File: src/rtl/dram_rd_pipe.sv
// Fixed-depth read-return shift register: data and valid travel together, flushed by reset.
module dram_rd_pipe #(
  parameter int unsigned Depth = 5,
  parameter int unsigned Width = 32
) (
  input  logic             clk_i,
  input  logic             rst_ni,
  input  logic             in_valid_i,
  input  logic [Width-1:0] in_data_i,
  output logic             out_valid_o,
  output logic [Width-1:0] out_data_o
);

  logic [Depth-1:0] vld_q;
  logic [Width-1:0] data_q [Depth];

  // Data only advances alongside a valid token, so the last stage holds the most recent read.
  always_ff @(posedge clk_i or negedge rst_ni) begin
    if (!rst_ni) begin
      vld_q <= '0;
      for (int i = 0; i < Depth; i++) begin
        data_q[i] <= '0;
      end
    end else begin
      vld_q[0] <= in_valid_i;
      if (in_valid_i) begin
        data_q[0] <= in_data_i;
      end
      for (int i = 1; i < Depth; i++) begin
        vld_q[i] <= vld_q[i-1];
        if (vld_q[i-1]) begin
          data_q[i] <= data_q[i-1];
        end
      end
    end
  end

  assign out_valid_o = vld_q[Depth-1];
  assign out_data_o  = data_q[Depth-1];

endmodule

File: config.mk
export PLATFORM = sky130hd
export DESIGN_NAME = dram_rd_pipe
export DESIGN_NICKNAME = d
export VERILOG_FILES = /design/src/rtl/dram_rd_pipe.sv
export SDC_FILE = /design/constraint.sdc
export NUM_CORES = 1
export LEC_CHECK = 0
export ABC_AREA = 1
export ABC_CLOCK_PERIOD_IN_PS = 1700
export CAP_MARGIN = 15
export CORE_ASPECT_RATIO = 0.6
export CORE_UTILIZATION = 30
export CTS_BUF_LIST = sky130_fd_sc_hd__clkbuf_4 sky130_fd_sc_hd__clkbuf_8 sky130_fd_sc_hd__clkbuf_16
export DETAILED_ROUTE_END_ITERATION = 16
export RECOVER_POWER = 50
export REMOVE_ABC_BUFFERS = 1
export SLEW_MARGIN = 20
export SYNTH_ARGS = -nofsm -noshare
export SYNTH_HDL_FRONTEND = slang
export SYNTH_SLANG_ARGS = --single-unit
File: constraint.sdc
create_clock -name clk_i -period 1.7 [get_ports clk_i]
set_input_delay 0.17 -clock clk_i [delete_from_list [all_inputs] [get_ports clk_i]]
set_output_delay 0.17 -clock clk_i [all_outputs]
set_load 0.01 [all_outputs]
==> summary.md, run 1 <==
| Metric | Value |
|---|---|
| WP buf/inv | `1` |
| Area Overhead vs Synth | `16.0%` |
| Width of the die | `197 um` |
| Die Area | `about 23000 um^2` |
| Max-Cap Viols | `0` |
| Final period util | `between 90% and 100%` |
| Core ar. | `22200 um^2` |
| Lkg Pwr | `4.10 nW` |
| # port buffers | `67` |
| Routed Antenna Nets | `0` |
| Status | `finished, final reports clean` |
| Crit path DAT | `roughly 1.4 ns` |
| Gr usage total | `~12%` |
| Critical Path Start Type | `flop` |
| Power Dens Cells | `roughly 1200 nW/um^2` |
| First-pass detailed-route iteration total | `4` |
| Fin crit period | `1.53 ns` |
| Skew final | `0.00855 ns` |
| Data required, critical path | `about 1.5 ns` |
| CTS tree | `yes` |
| Worst-margin pin slew | `0.882 ns` |
| Worst skew pair latency | `around 0.4 ns` |
| Synth Area in Adders | `0%` |
| Hold Path Class | `input port to async pin` |
| Reg2Reg Depth | `3` |
| Commonest non-fill, non-tap cells in the layout | `nand2_1 (396), dfrtp_1 (165), nand2_2 (84), clkdlybuf4s50_1 (65), clkbuf_16 (17)` |
| DP HPWL | `8250 um` |
| Finished Layout Cells | `approximately 1100` |
| H-tree levels | `4` |
| Crit path max-delay family | `buffers and inverters` |
| Final nets | `between 700 and 800` |
| Post-route cell area | `a little under 8000 um^2` |
| Placement Cell Area | `around 7400 um^2` |
| RD Place Congestion | `just over 0.7` |
| Maximum VDD drop | `approximately 0.70 mV` |
| Xor and xnor area share after synthesis | `0%` |
| Final wirelength | `13300 um` |
| Max-slew headroom | `~41%` |
| Die H | `~120 um` |
| Worst-path clk slew | `0.06 ns` |
| Global-route wire length before repair | `between 20000 and 25000 um` |
| Final hold vios | `0` |
| Post-CTS sizing | `0` |
| Slowest cell on crit path | `clkdlybuf4s50_1` |
| CTS max path bufs | `2` |
| Power Total | `9.81 mW` |
| Std-Cell Rows | `42` |
| Io pins | `between 60 and 70` |
| Sink Count | `~170` |
| Fmax | `~650 MHz` |
| CTS root buf | `clkbuf_16` |
| Sequential element share of the synthesized area | `around three fifths` |
| Synth Area in Simple Gates | `29.6%` |
| Yosys Warn Count | `0` |
| Starting Density | `roughly 31%` |
| Routed vias | `4300` |
| Placed insts | `slightly above 1000` |
| Kind of critical path | `flop to output port` |
| Synthesized flop and latch total | `approximately 170` |
| Largest net degree at the start of global routing | `47` |
| Vias/cell | `between 4 and 5` |
| Max-slew violation count | `0` |
| Layout cells sized above 1 | `17.2%` |
| Setup-failing EPs final | `0` |
| Most common cell after layout, fill and taps aside | `nand2_1` |
| Crit path cell chain | `clkdlybuf4s50_1` |
| Highest fanout seen on the critical path | `2` |
| Syn Std Cell Area | `between 6000 and 7000 um^2` |
| DR DRC count | `0` |
| Vias in the first global route | `between 4000 and 5000` |
| Synth Instances | `717` |
| Diode count | `0` |
| Largest family of logic cells by synthesized area | `simple AND/OR/NAND/NOR gates` |
| Synth Area in Compound Gates | `0%` |
| Initial antenna violation count | `0` |
| Yosys cell types | `8` |
| Iteration-0 DRC Markers | `roughly 290` |
| CTS Buf Count | `17` |
| Mux contribution to synthesized area | `0%` |
| Syn Area/Cell | `~9.5 um^2` |
| Avg WL per Cell | `between 10 and 15 um` |
| WP depth | `1` |
| Grt ovf | `0` |
| CP peak stage delay | `~0.56 ns` |
| Unrepaired setup endpoints after global routing | `false` |
| CP Capture Type | `output port` |
| Setup TNS | `0 ns` |
cells by family (layout without fill, tap and decap cells):
group,after synthesis,after routing
AND/OR/NAND/NOR,480,480
buffers and inverters,72,116
flip-flops,165,165
flip-flops by register name, summed over array words and instances, names as in the netlist:
name,cells
vld_q,5
out_data_o,32
data_q,128
Yosys cell counts:
master   number  area, um^2
nand2_1     390        1460
dfrtp_1     165        4130
nand2_2      90         563
buf_4        43         323
buf_6        18         203
buf_12        6         120
inv_4         3        18.8
inv_8         2        22.5
path summary, 6_finish.rpt:
kind / start / to / slack [ns]
max: out_data_o[3] / out_data_o[3] / 0.17
min: rst_ni / out_data_o[11] / 0.24
max reg2reg: vld_q[0] / data_q[101] / 0.25
min reg2reg: data_q[67] / data_q[67] / 0.47
max in group asynchronous: rst_ni / data_q[94] / 0.42
min in group clk_i: in_data_i[12] / data_q[140] / 0.30
timing repair:
action	4_1_cts	5_1_grt
hold endpoints to repair	43	0
hold buffers	1	0
setup buffers	0	0
through the flow:
| step | hold WS [ns] | setup slack (ns) | utilization [%] |
|---|---|---|---|
| 6_report | 0.245 | 0.169 | 35.7 |
| 5_1_grt | 0.277 | 0.102 | 35.7 |
| 4_1_cts | 0.262 | 0.134 | 36.1 |
| 3_5_place_dp | 0.145 | 0.409 | 33.2 |
| 3_3_place_gp | 0.144 | 0.447 | 33.2 |
| 2_1_floorplan | -0.126 | 0.338 | - |
power breakdown:
group / leakage [nW] / internal (mW) / total [mW] / switching, mW
clock: 0.306 / 2.51 / 4.05 / 1.54
sequential: 2.09 / 4.39 / 4.68 / 0.283
combinational: 1.70 / 0.499 / 1.09 / 0.587
total: 4.10 / 7.40 / 9.81 / 2.41
routing by layer:
metal  track usage (%)  up-vias  wire (um)
met5                 0        -          0
met1              16.4     2051       6560
met4              4.31        0        147
met2              19.0       55       6210
li1                  -     2180          -
met3              2.66       14        381
final cells by class:
type                    count  area, um^2
flip-flops and latches    165        4130
clock buffers              19         447
clock inverters            13         181
well taps                 308         385
fillers                  2340       14300
repair buffers             79         747
inverters                   5        33.8
multi-input cells         480        2010
(Power assumes the default switching activity.)
==> run 2, diff against run 1 <==
Settings changed: ABC_CLOCK_PERIOD_IN_PS 1700 to 1600, DONT_BUFFER_PORTS from default to 1.
Clock period 1.7 ns to 1.6 ns, I/O delays scaled along.
==> summary.md, run 2 (synthesis results as in run 1) <==
| Metric | Value |
|---|---|
| Status | `finished with violations` |
| Failing checks | `negative hold slack` |
| Final wirelength | `13600 um` |
| Layout cells sized above 1 | `between 10% and 20%` |
| H-tree levels | `4` |
| Iteration-0 DRC Markers | `about 280` |
| Routed Antenna Nets | `0` |
| Setup ws final | `0.326 ns` |
| First-pass detailed-route iteration total | `5` |
| Most common cell after layout, fill and taps aside | `nand2_1` |
| CP Capture Type | `flop` |
| Area Overhead vs Synth | `11.1%` |
| CTS max path bufs | `2` |
| Grt ovf | `0` |
| Worst-path clk slew | `0.06 ns` |
| Vias/cell | `slightly above 4` |
| Clk network pwr share | `between 40% and 50%` |
| Avg WL per Cell | `13.1 um` |
| Largest net degree at the start of global routing | `~170` |
| Lkg Pwr | `3.97 nW` |
| Gr usage total | `roughly an eighth` |
| Final nets | `747` |
| Io pins | `68` |
| Worst-margin pin slew | `between 0.7 and 0.8 ns` |
| Core Util, Final | `34.2%` |
| Fin crit period | `approximately 1.3 ns` |
| Logic pwr share | `7.5%` |
| Switching share of power | `between 20 and 25%` |
| Skew final | `approximately 0.011 ns` |
| Post-CTS sizing | `0` |
| Max reg flops | `128` |
| DR DRC count | `0` |
| R2R setup slack | `approximately 0.46 ns` |
| Core ar. | `about 22000 um^2` |
| Std-Cell Rows | `between 40 and 50` |
| Max-slew headroom | `49.6%` |
| Power Dens Cells | `about 1300 nW/um^2` |
| DP HPWL | `approximately 8000 um` |
| Die Area | `between 20000 and 25000 um^2` |
| Register share of total power | `50.3%` |
| Global-route wire length before repair | `around 23000 um` |
| Die H | `between 100 and 150 um` |
| Placed insts | `roughly 970` |
| Fmax | `between 700 and 800 MHz` |
| Placement Setup Slack | `about 0.48 ns` |
| Worst skew pair latency | `around 0.43 ns` |
| Commonest non-fill, non-tap cells in the layout | `nand2_1 (390), dfrtp_1 (165), nand2_2 (90), dlygate4sd3_1 (33), clkbuf_16 (17)` |
| Setup-failing EPs final | `0` |
| Critical R2R Launch | `vld_q[2]` |
| Highest fanout seen on the critical path | `33` |
| Filler cells | `between 2000 and 2500` |
| Sequential Area | `4130 um^2` |
| Width of the die | `197 um` |
| RD Place Congestion | `slightly above 0.7` |
| Area of the multi-input gates | `roughly 2000 um^2` |
| CTS root buf | `clkbuf_16` |
| Reg2Reg Depth | `3` |
| Worst flop-to-flop path endpoint | `data_q[34]` |
| Data required, critical path | `1.96 ns` |
| Net Sw Power | `2.52 mW` |
| Hold Path Class | `input port to async pin` |
| Final hold vios | `between 150 and 200` |
| Finished Layout Cells | `1033` |
| Hold Slack | `-0.566 ns` |
| Routed vias | `4215` |
| # port buffers | `0` |
| Critical Path Start Type | `input port` |
| Starting Density | `a little under a third` |
| Setup TNS | `0 ns` |
| Post-CTS Repair Setup Buffers | `0` |
| Unrepaired setup endpoints after global routing | `false` |
| Diode count | `0` |
| Kind of critical path | `input port to flop` |
| Initial antenna violation count | `0` |
| Max-Cap Viols | `0` |
| CTS tree | `yes` |
| Largest Register | `data_q` |
| Internal power | `roughly 7.6 mW` |
| Vias in the first global route | `around 4200` |
| Final period util | `79.6%` |
| CTS Buf Count | `17` |
| Sink Count | `165` |
| Max-slew violation count | `0` |
| Crit path DAT | `between 1.5 and 2 ns` |
| Maximum VDD drop | `0.744 mV` |
| Hold Buf Count CTS | `34` |
run 2: cell types whose count changed in the layout (fill, tap and decap cells not counted), moves of 3 or more:
cell,before,now
buf_4,2,9
clkdlybuf4s50_1,65,0
dlygate4sd3_1,2,33
clkbuf_2,4,1
clkbuf_4,4,0
nand2_1,396,390
nand2_2,84,90
run 2: worst max-delay path, cell delays in order:
cell	delay, ns
dlygate4sd3_1	0.56
clkbuf_2	0.61
nand2_1	0.19
nand2_1	0.11
run 2: worst max path at each step:
stage,from,endpoint
2_1_floorplan,vld_q[2],data_q[32]
3_3_place_gp,vld_q[2],data_q[63]
3_5_place_dp,vld_q[2],data_q[32]
4_1_cts,vld_q[2],data_q[34]
5_1_grt,in_valid_i,data_q[134]
6_report,in_valid_i,data_q[140]
run 2: area by class of cell:
class / count / share of cell area, %
sequential: 165 / 54.3
inverter: 5 / 0.543
clock buffer: 20 / 6.14
timing repair buffer: 43 / 5.30
clock inverter: 12 / 2.01
multi-input combinational: 480 / 26.7
tap: 308 / 5.07
run 2: power groups by stage:
stage	logic (mW)	clock network, mW	registers, mW
global route	0.888	4.52	5.14
finish	0.758	4.26	5.07
floorplan	0.515	0	5.07
CTS	0.785	4.35	5.09
global placement	0.673	0	5.16
detailed placement	0.694	0	5.16
run 2: routing by layer:
metal | wire, um | GRT usage, % | part of all wire, %
met1 | 6820 | 16.9 | 50
met2 | 6080 | 19.1 | 45
met3 | 475 | 3.68 | 3.5
met4 | 216 | 4.51 | 1.6
met5 | 0 | 0 | 0
run 2: through the flow:
stage	power [mW]	cell area (um^2)
4_1_cts	10.2	7620
2_1_floorplan	5.59	6200
6_report	10.1	7600
3_5_place_dp	5.85	6650
5_1_grt	10.5	7600
3_3_place_gp	5.83	6650
